`config.mk`:
```
export PLATFORM = sky130hd
export DESIGN_NAME = hs_fifo_n
export DESIGN_NICKNAME = d
export VERILOG_FILES = /design/src/rtl/hs_fifo_n.sv
export SDC_FILE = /design/constraint.sdc
export NUM_CORES = 1
export LEC_CHECK = 0
export ABC_AREA = 0
export CORE_MARGIN = 2
export CORE_UTILIZATION = 48
export CTS_CLUSTER_DIAMETER = 80
export CTS_CLUSTER_SIZE = 14
export DETAILED_ROUTE_END_ITERATION = 6
export PLACE_DENSITY = 0.73
export SLEW_MARGIN = 10
export SYNTH_ARGS = -nofsm -noshare
export SYNTH_HDL_FRONTEND = slang
export SYNTH_SLANG_ARGS = --single-unit
```
`constraint.sdc`:
```
create_clock -name clk -period 2.25 [get_ports clk]
set_input_delay 0.225 -clock clk [delete_from_list [all_inputs] [get_ports clk]]
set_output_delay 0.225 -clock clk [all_outputs]
set_load 0.005 [all_outputs]
```
`src/rtl/hs_fifo_n.sv`:
```
// DEPTH-deep, WIDTH-wide FIFO with a four-phase follower on the write side
// (rr/ar) and a four-phase initiator on the read side (rw/aw).
module hs_fifo_n #(
  parameter  int WIDTH = 8,
  parameter  int DEPTH = 4,
  localparam int CW    = $clog2(DEPTH+1)
) (
  input  logic             clk,
  input  logic             reset,
  input  logic [WIDTH-1:0] din,
  input  logic             rr,
  output logic             ar,
  output logic [WIDTH-1:0] dout,
  output logic             rw,
  input  logic             aw,
  output logic [CW-1:0]    count,
  output logic             full,
  output logic             empty
);

  localparam int AW = $clog2(DEPTH);

  typedef enum logic       {W_IDLE, W_ACK}        wst_t;
  typedef enum logic [1:0] {R_IDLE, R_REQ, R_REL} rst_t;

  wst_t             wstate;
  rst_t             rstate;
  logic [WIDTH-1:0] mem [DEPTH];
  logic [AW-1:0]    wptr, rptr;
  logic             push, pop;

  // full/empty come from the registered count, so a write blocked by full
  // only proceeds on the edge after the pop that made room.
  assign full  = (count == CW'(DEPTH));
  assign empty = (count == '0);
  assign push  = (wstate == W_IDLE) && rr && !full;
  assign pop   = (rstate == R_REQ) && aw;

  always_ff @(posedge clk) begin
    if (reset && push) mem[wptr] <= din;
  end

  // Write side: one entry per rr pulse, din captured on the edge leaving W_IDLE.
  always_ff @(posedge clk) begin
    if (!reset) begin
      wstate <= W_IDLE;
      ar     <= 1'b0;
      wptr   <= '0;
    end else begin
      case (wstate)
        W_IDLE: if (push) begin
          wptr   <= wptr + AW'(1);
          ar     <= 1'b1;
          wstate <= W_ACK;
        end
        W_ACK: if (!rr) begin
          ar     <= 1'b0;
          wstate <= W_IDLE;
        end
      endcase
    end
  end

  // Read side: the head entry stays counted until the follower acknowledges.
  always_ff @(posedge clk) begin
    if (!reset) begin
      rstate <= R_IDLE;
      rw     <= 1'b0;
      dout   <= '0;
      rptr   <= '0;
    end else begin
      case (rstate)
        R_IDLE: if (!empty) begin
          dout   <= mem[rptr];
          rw     <= 1'b1;
          rstate <= R_REQ;
        end
        R_REQ: if (aw) begin
          rptr   <= rptr + AW'(1);
          rw     <= 1'b0;
          rstate <= R_REL;
        end
        R_REL: if (!aw) rstate <= R_IDLE;
        default: begin
          rw     <= 1'b0;
          rstate <= R_IDLE;
        end
      endcase
    end
  end

  always_ff @(posedge clk) begin
    if (!reset) count <= '0;
    else        count <= count + CW'(push) - CW'(pop);
  end

endmodule
```
==> results of run 1 <==
[stage by stage]
step	TNS (ps)	util, %	instances	hold WS [ps]	setup WS (ps)
CTS	0	62.21	222	488.0	50.17
finish	0	62.70	222	480.8	86.04
detailed placement	-147.5	60.12	214	463.2	-147.5
global placement	-77.12	60.12	214	455.4	-77.12
floorplan	0	-	130	323.9	25.43
global route	-23.59	62.70	222	505.3	-23.59
[cells in the mapped netlist, types with 3 or more instances]
cell / number / area share, %
inv_1: 9 / 1.7
edfxtp_1: 32 / 47
xnor2_1: 3 / 1.3
a21oi_1: 5 / 1.2
ha_1: 6 / 3.7
nor2_1: 3 / 0.55
mux4_2: 8 / 8.9
dfxtp_1: 20 / 20
and3_1: 5 / 1.5
a22o_1: 8 / 3.4
and2_1: 3 / 0.92
[worst register-to-register path, stage by stage (launching register included)]
cell and delay [ps]:
dfxtp_1 320, or3b_4 250, clkinv_2 70, nor2_4 100
inv_1 60, ha_1 270, inv_1 40, ha_2 170
fa_2 380, xnor2_2 150, xnor2_1 120, and2_1 150
[cells by family (layout without fill, tap and decap cells)]
group	Yosys count	after routing	share of synthesized area, %
compound gates	19	19	6.462
mux	8	8	8.861
flops	52	52	66.95
fa+ha+maj	7	7	4.677
buf+inv	14	56	3.076
simple gates	25	25	7.816
xor+xnor	5	5	2.154
[flip-flops by register name, summed over array words and instances, names as in the netlist]
register,count
rptr,2
rw,1
count,3
dout,8
wptr,2
rstate,2
mem,32
ar,1
wstate,1
[power groups by stage]
stage	Sequential, W	Combinational, W	Clock, W
6_report	0.00124	0.000906	0.000504
5_1_grt	0.00126	0.000990	0.000571
4_1_cts	0.00125	0.000883	0.000517
3_5_place_dp	0.00127	0.000880	0
3_3_place_gp	0.00126	0.000847	0
2_1_floorplan	0.00127	0.000432	0
[layout make-up]
type	count	area share, %
clock buffers	6	2.873
repair buffers	38	13.87
flip-flops and latches	52	53.89
multi-input cells	64	24.91
inverters	10	1.535
clock inverters	2	0.4458
well taps	50	2.476
[layer usage]
layer  share of wire [%]  global-route usage, %  wire, um  vias to the layer above
met4                 1.1                  4.575        40                        0
met2                  52                  26.92      1848                       22
li1                    -                      -         -                      568
met3                 4.2                  4.825       150                        6
met5                   0                      0         0                        -
met1                  43                  21.23      1541                      569
[worst paths after layout]
kind | from | endpoint | slack, ps
max | count[2] | count[2] | 90
min | dout[4] | dout[4] | 480
max reg2reg | count[2] | count[2] | 90
min reg2reg | dout[4] | dout[4] | 480
[what timing repair did]
item / in CTS / in global routing
hold buffers: 0 / 0
setup endpoints to repair: 0 / 1
resized for setup: 0 / 5
==> results.toml, run 1 <==
[logic_synthesis]
synthArstFlopShare_pct = 0
avgSynthCellArea_um2 = 15.64
ys.flop_type = "edfxtp_1"
syn-num-nets = 149
yosysSeqAreaShare_pct = 66.95
ys_seq_elements = 52
ys_warn_count = 0
syn-cell-area_um2 = 2033
ys_types = 32
synth_edf_count = 32
synthCells = 130

[setup_path]
slowest_stage = "fa_2"
slowest_delay_ps = 380
crit_path_end_kind = "flip-flop"
rr_worst_depth = 11
worst-path-stages = 11
cp_data_required_time_ps = 2450
crit_family = "adder cells"
cpMostUsedCell = "inv_1"
cp_num_buf_inv = 3
worstPathCellList = "or3b_4 > clkinv_2 > nor2_4 > inv_1 > ha_1 > inv_1 > ha_2 > fa_2 > xnor2_2 > xnor2_1 > and2_1"
arrival_ps = 2360
start_kind = "flip-flop"
critPathMaxFanout = 3
path_class = "flip-flop to flip-flop"

[route]
first_iter_violations = 77
drtAntennaViolNets = 0
drc = 0
viasPerCell = 5.248
firstDrtPassIters = 4
via_count = 1165
wire_per_inst_um = 16.13
wirelength_mm = 3.580

[clock_tree]
cts_buffers = 5
cts.sink_count = 52
clkSlewWorstSetupHoldPaths_ps = 80
clock-root-buffer = "clkbuf_8"
post-cts-setup-buffers = 0
insertion_delay_ps = 300
cts_tree = "built"
htree_levels = 2
cts_buffer_depth = 2

[floorplan]
rows = 23
io-pin-count = 27
core_um2 = 4029
die_w_um = 69.09
die_area_um2 = 4773
initial_core_util_pct = 50.47
die_y_um = 69.09

[cells_and_area]
final_common_cell = "edfxtp_1"
antenna_cells = 0
num-fill-cells = 314
multi_input_area_um2 = 629.4
area_growth_pct = 24.25
finalNetCount = 190
post_route_cells_drive_above_1_share_pct = 19.77
layout.cells.most_common_list = "edfxtp_1 (32), clkdlybuf4s50_1 (26), dfxtp_1 (20), buf_4 (12), inv_1 (9)"
stdcell_area_um2 = 2526
final-seq-area_um2 = 1361

[grt]
grt_first_pass_wirelength_mm = 5.954
grt_start_max_net_pins = 16
grtUsageTotal_pct = 16.37
grt_pass1_vias = 1219
overflow = 0
antenna_found_initial = 0

[pwr]
power_frac_clock_pct = 19.0
power.total_w = 0.002655
power_frac_seq_pct = 46.9
comb_power_share_pct = 34.1
swShare_pct = 27.87
p_switching_w = 0.0007399
p_int_w = 0.001915
powerDensity_nw_per_um2 = 1051
peakVddDrop_mv = 0.5395
p_leak_nw = 0.9234

[timing]
tightest_slew_ps = 462.2
fmax_mhz = 462.1
relSlewSlack_pct = 69.19
fin_skew_ps = 7.146
min_period_ps = 2164
post-route-period-util_pct = 96.18
finalHoldViolCount = 0
slew_viol_final = 0
setup_viol = 0

[place]
gp_congestion = 0.7142
place.detailed.hpwl_mm = 2.541
placement.io_buffers = 26
place_area_um2 = 2422

[hold_path]
whs_path_depth = 1
hp-class = "flip-flop to flip-flop"

[run]
max_cap_viol_count = 0

[status]
outcome = "finished, final reports clean"
Note: power is estimated with default switching activity, not from simulation.
==> inputs of run 2 (changes only) <==
Settings changed: CORE_UTILIZATION 48 to 53, PLACE_DENSITY 0.73 to 0.76.
Clock period 2.25 ns to 2 ns, I/O delays scaled along.
==> run 2 against run 1 <==
  * The run now ends with setup timing left
  * Clock-buffer cell count shrank 1
  * Critical path depth did not move
  * Total power increased by 16%
  * Sequential power grew 14%
  * Register-to-register slack worse by 200 ps
  * Via count up 6.4%
  * Combinational power increased by 19%
  * Routed wire length up 7.9%
  * Die area fell by 8.9%
  * Clock power rose by 19%
  * Final cell count rose by 3.2%
==> results.toml, run 2 (same netlist as run 1, synthesis figures left out) <==
[grt]
grt_start_max_net_pins = 18
antenna_found_initial = 0
grt_first_pass_wirelength_mm = 6.161
grt_pass1_vias = 1290
grtUsageTotal_pct = 20.03
overflow = 0

[clock_tree]
htree_levels = 2
cts_buffer_depth = 2
clock-root-buffer = "clkbuf_8"
cts_buffers = 5
clkSlewWorstSetupHoldPaths_ps = 90
cts_tree = "built"
insertion_delay_ps = 310
cts.sink_count = 52

[route]
viasPerCell = 5.410
wirelength_mm = 3.862
drc = 0
via_count = 1239
first_iter_violations = 58
drtAntennaViolNets = 0
wire_per_inst_um = 16.86
firstDrtPassIters = 4

[setup_path]
startpoint = "count[2]"
arrival_ps = 2310
crit_path_end_kind = "flip-flop"
path_class = "flip-flop to flip-flop"
cp_data_required_time_ps = 2200
critPathMaxFanout = 2
timing.rr.end = "count[2]"
rr_startpoint = "count[2]"
start_kind = "flip-flop"
rr_worst_depth = 11
ff2ff_setup_slack_ps = -110
endpoint = "count[2]"

[cells_and_area]
stdcell_area_um2 = 2623
fin_cells = 229
layout.cells.most_common_list = "edfxtp_1 (32), clkdlybuf4s50_1 (25), buf_4 (21), dfxtp_1 (17)"
area_growth_pct = 28.98
final_common_cell = "edfxtp_1"
finalNetCount = 199
antenna_cells = 0
largest_register_ffs = 32
post_route_cells_drive_above_1_share_pct = 27.62
top_register = "mem"
top_regs = "mem x32, dout x8, count x3"

[timing]
fin_ws_ps = -111.2
rsz0062_at_grt = "true"
fin_skew_ps = 8.147
relSlewSlack_pct = 69.19
slew_viol_final = 0
setup_viol = 1
tightest_slew_ps = 461.6
fmax_mhz = 473.7
post-route-period-util_pct = 105.6
finalHoldViolCount = 0
min_period_ps = 2111

[hold_path]
hp-class = "flip-flop to flip-flop"

[place]
placement.io_buffers = 26
place.detailed.hpwl_mm = 2.787
gp_congestion = 0.7005
pre_cts_ws_ps = -382.0
dp.cells = 219
place_area_um2 = 2494

[pwr]
peakVddDrop_mv = 0.7714
p_leak_nw = 0.9753
powerDensity_nw_per_um2 = 1178

[floorplan]
die_w_um = 65.94
initial_core_util_pct = 55.54
die_y_um = 65.94
rows = 22
core_um2 = 3661
die_area_um2 = 4347
io-pin-count = 27

[status]
violations = "setup timing"
outcome = "complete, but fails checks"

[run]
max_cap_viol_count = 0
[run 2: repair_timing]
item                       4_1_cts  5_1_grt
hold buffers                     0        0
setup endpoints to repair        2        2
pin swaps                        1        0
cloned                           0        0
gates resized for setup          5        0
setup buffers                    2        0
[run 2: cell type report]
class                           count  area [um2]
Tap cell                           48       60.06
Multi-Input combinational cell     64       644.4
Sequential cell                    52        1368
Timing Repair Buffer               47       416.7
Clock buffer                        5       68.82
Clock inverter                      3       22.52
Fill cell                         242        1039
Inverter                           10       42.54
[run 2: power by group]
part	switching (W)	leakage (nW)	total [W]	internal [W]
registers	0.0000955	0.455	0.00141	0.00131
clock network	0.000347	0.0485	0.000598	0.000251
logic	0.000442	0.471	0.00108	0.000643
[run 2: how the worst min path moves through the flow]
stage,from,to,slack [ps],cells after the start
after detailed placement,dout[0],dout[0],470,1
after CTS,dout[0],dout[0],490,1
final,dout[0],dout[0],490,1
after floorplan,din[0],mem[0][0],300,0
after global routing,rw,rw,510,2
after global placement,wstate,wstate,460,2
[run 2: per-stage QoR]
stage	power (W)	hold slack, ps	util, %	TNS [ps]
after floorplan	0.001936	298.9	-	-81.65
after global placement	0.002419	455.0	68.11	-368.0
after detailed placement	0.002480	467.9	68.11	-619.9
after CTS	0.003124	489.7	71.63	-115.7
after global routing	0.003265	511.9	71.63	-192.8
final	0.003088	486.3	71.63	-111.2
[run 2: worst max-delay path, stage by stage, from the launching register on]
cell,delay (ps)
dfxtp_4,350
or3b_4,250
clkinv_4,50
nor2_4,90
inv_2,60
ha_4,260
inv_2,40
ha_4,150
fa_2,330
xnor2_1,140
xnor2_1,120
and2_1,160
[run 2: layer usage]
layer  wire (um)  GRT usage, %
met5           0             0
met4          48         6.888
met3         200         5.281
met2        2009         35.86
met1        1603         23.19
==> inputs of run 3 (changes only) <==
Settings changed: CORE_MARGIN 2 to default, PLACE_DENSITY 0.76 to 0.82.
==> run 3 against run 2 <==
  * The flow still finishes with violations (setup timing)
  * Die area down 6.0%
  * Total power up 1.3%
  * Via count down 0.48%
  * Critical path depth unchanged
  * Cell area up 0.67%
  * Worst hold slack worse by 0.72 ps
  * Clock-buffer cell count up 2
  * Combinational power up 4%
  * Global-route usage up 1.2 points
  * Fmax down 0.57%
  * Highest routed layer unchanged
==> results.toml, run 3 (same netlist as run 1, synthesis figures left out) <==
[status]
outcome = "complete, but fails checks"
violations = "setup timing"

[clock_tree]
htree_levels = 2
cts_buffer_depth = 2
cts_tree = "built"
cts_hold_buf = 0
insertion_delay_ps = 300
clkSlewWorstSetupHoldPaths_ps = 90
cts_buffers = 5
clock-root-buffer = "clkbuf_8"
cts.sink_count = 52

[route]
firstDrtPassIters = 4
drtAntennaViolNets = 0
first_iter_violations = 28
drc = 0
wirelength_mm = 3.861
wire_per_inst_um = 16.93
viasPerCell = 5.408
via_count = 1233

[setup_path]
slowest_stage = "dfxtp_4"
slowest_delay_ps = 350
start_kind = "flip-flop"
ff2ff_setup_slack_ps = -120
rr_startpoint = "count[2]"
arrival_ps = 2320
startpoint = "count[2]"
critPathMaxFanout = 2
crit_family = "adder cells"
cp_num_buf_inv = 3
cp_data_required_time_ps = 2190
worstPathCellList = "or3b_4 > clkinv_4 > nor2_4 > inv_2 > ha_4 > inv_2 > ha_4 > fa_2 > xnor2_2 > xnor2_1 > and2_1"
crit_path_end_kind = "flip-flop"
path_class = "flip-flop to flip-flop"

[timing]
min_period_ps = 2123
slew_viol_final = 0
relSlewSlack_pct = 67.91
fin_ws_ps = -123.3
whs_ps = 485.6
rsz0062_at_grt = "true"
fin_skew_ps = 8.422
finalHoldViolCount = 0
fmax_mhz = 471.0
post-route-period-util_pct = 106.2
setup_viol = 1
tightest_slew_ps = 480.7

[floorplan]
die_y_um = 63.94
core_um2 = 3661
die_w_um = 63.94
io-pin-count = 27
initial_core_util_pct = 55.54
die_area_um2 = 4088
rows = 22

[pwr]
powerDensity_nw_per_um2 = 1185
p_leak_nw = 0.9816
peakVddDrop_mv = 0.6139

[grt]
grt_pass1_vias = 1354
overflow = 0
grt_start_max_net_pins = 17
grtUsageTotal_pct = 21.25
antenna_found_initial = 0
grt_first_pass_wirelength_mm = 6.334

[cells_and_area]
antenna_cells = 0
top_regs = "mem x32, dout x8, count x3"
final_common_cell = "edfxtp_1"
utilization_pct = 72.11
largest_register_ffs = 32
area_growth_pct = 29.85
finalNetCount = 198
stdcell_area_um2 = 2640
layout.cells.most_common_list = "edfxtp_1 (32), clkdlybuf4s50_1 (25), buf_4 (19), dfxtp_1 (18)"
post_route_cells_drive_above_1_share_pct = 27.22
top_register = "mem"

[place]
pre_cts_ws_ps = -359.4
place.detailed.hpwl_mm = 2.745
place_area_um2 = 2499
gp_congestion = 0.8136
placement.io_buffers = 26

[hold_path]
hp-start = "dout[1]"
hp-class = "flip-flop to flip-flop"

[run]
max_cap_viol_count = 0
-- run 3: repair_timing --
item,4_1_cts,5_1_grt
gates resized for setup,2,4
endpoints found under the setup margin,2,2
setup buffers,2,0
gates cloned,0,0
-- run 3: path summary, 6_finish.rpt --
kind	to	depth (start not counted)
worst max-delay path	count[2]	11
worst max register to register	count[2]	11
worst min register to register	dout[1]	1
worst min-delay path	dout[1]	1
-- run 3: per-stage QoR --
step                total power (W)  setup TNS (ps)  cells
global route               0.003319          -198.2    228
detailed placement         0.002469          -559.8    218
CTS                        0.003088          -94.18    228
global placement           0.002418          -372.3    218
finish                     0.003129          -123.3    228
floorplan                  0.001936          -81.65    130
-- run 3: power by group --
| part | internal [W] | switching, W |
|---|---|---|
| logic | 0.000662 | 0.000459 |
| registers | 0.00131 | 0.0000960 |
| clock network | 0.000284 | 0.000320 |
-- run 3: layout make-up --
type                       instances  area [um2]
sequential                        52        1366
clock buffer                       7       86.33
multi-input combinational         64       654.4
timing repair buffer              46       421.7
fill                             238        1021
inverter                          10       42.54
tap                               48       60.06
clock inverter                     1       8.758
-- run 3: routing by layer --
metal	part of all wire, %	GRT usage (%)	vias up
li1	-	-	583
met1	40	24.42	603
met2	53	36.70	37
met3	4.9	6.250	10
met4	1.8	9.091	0
met5	0	0	-
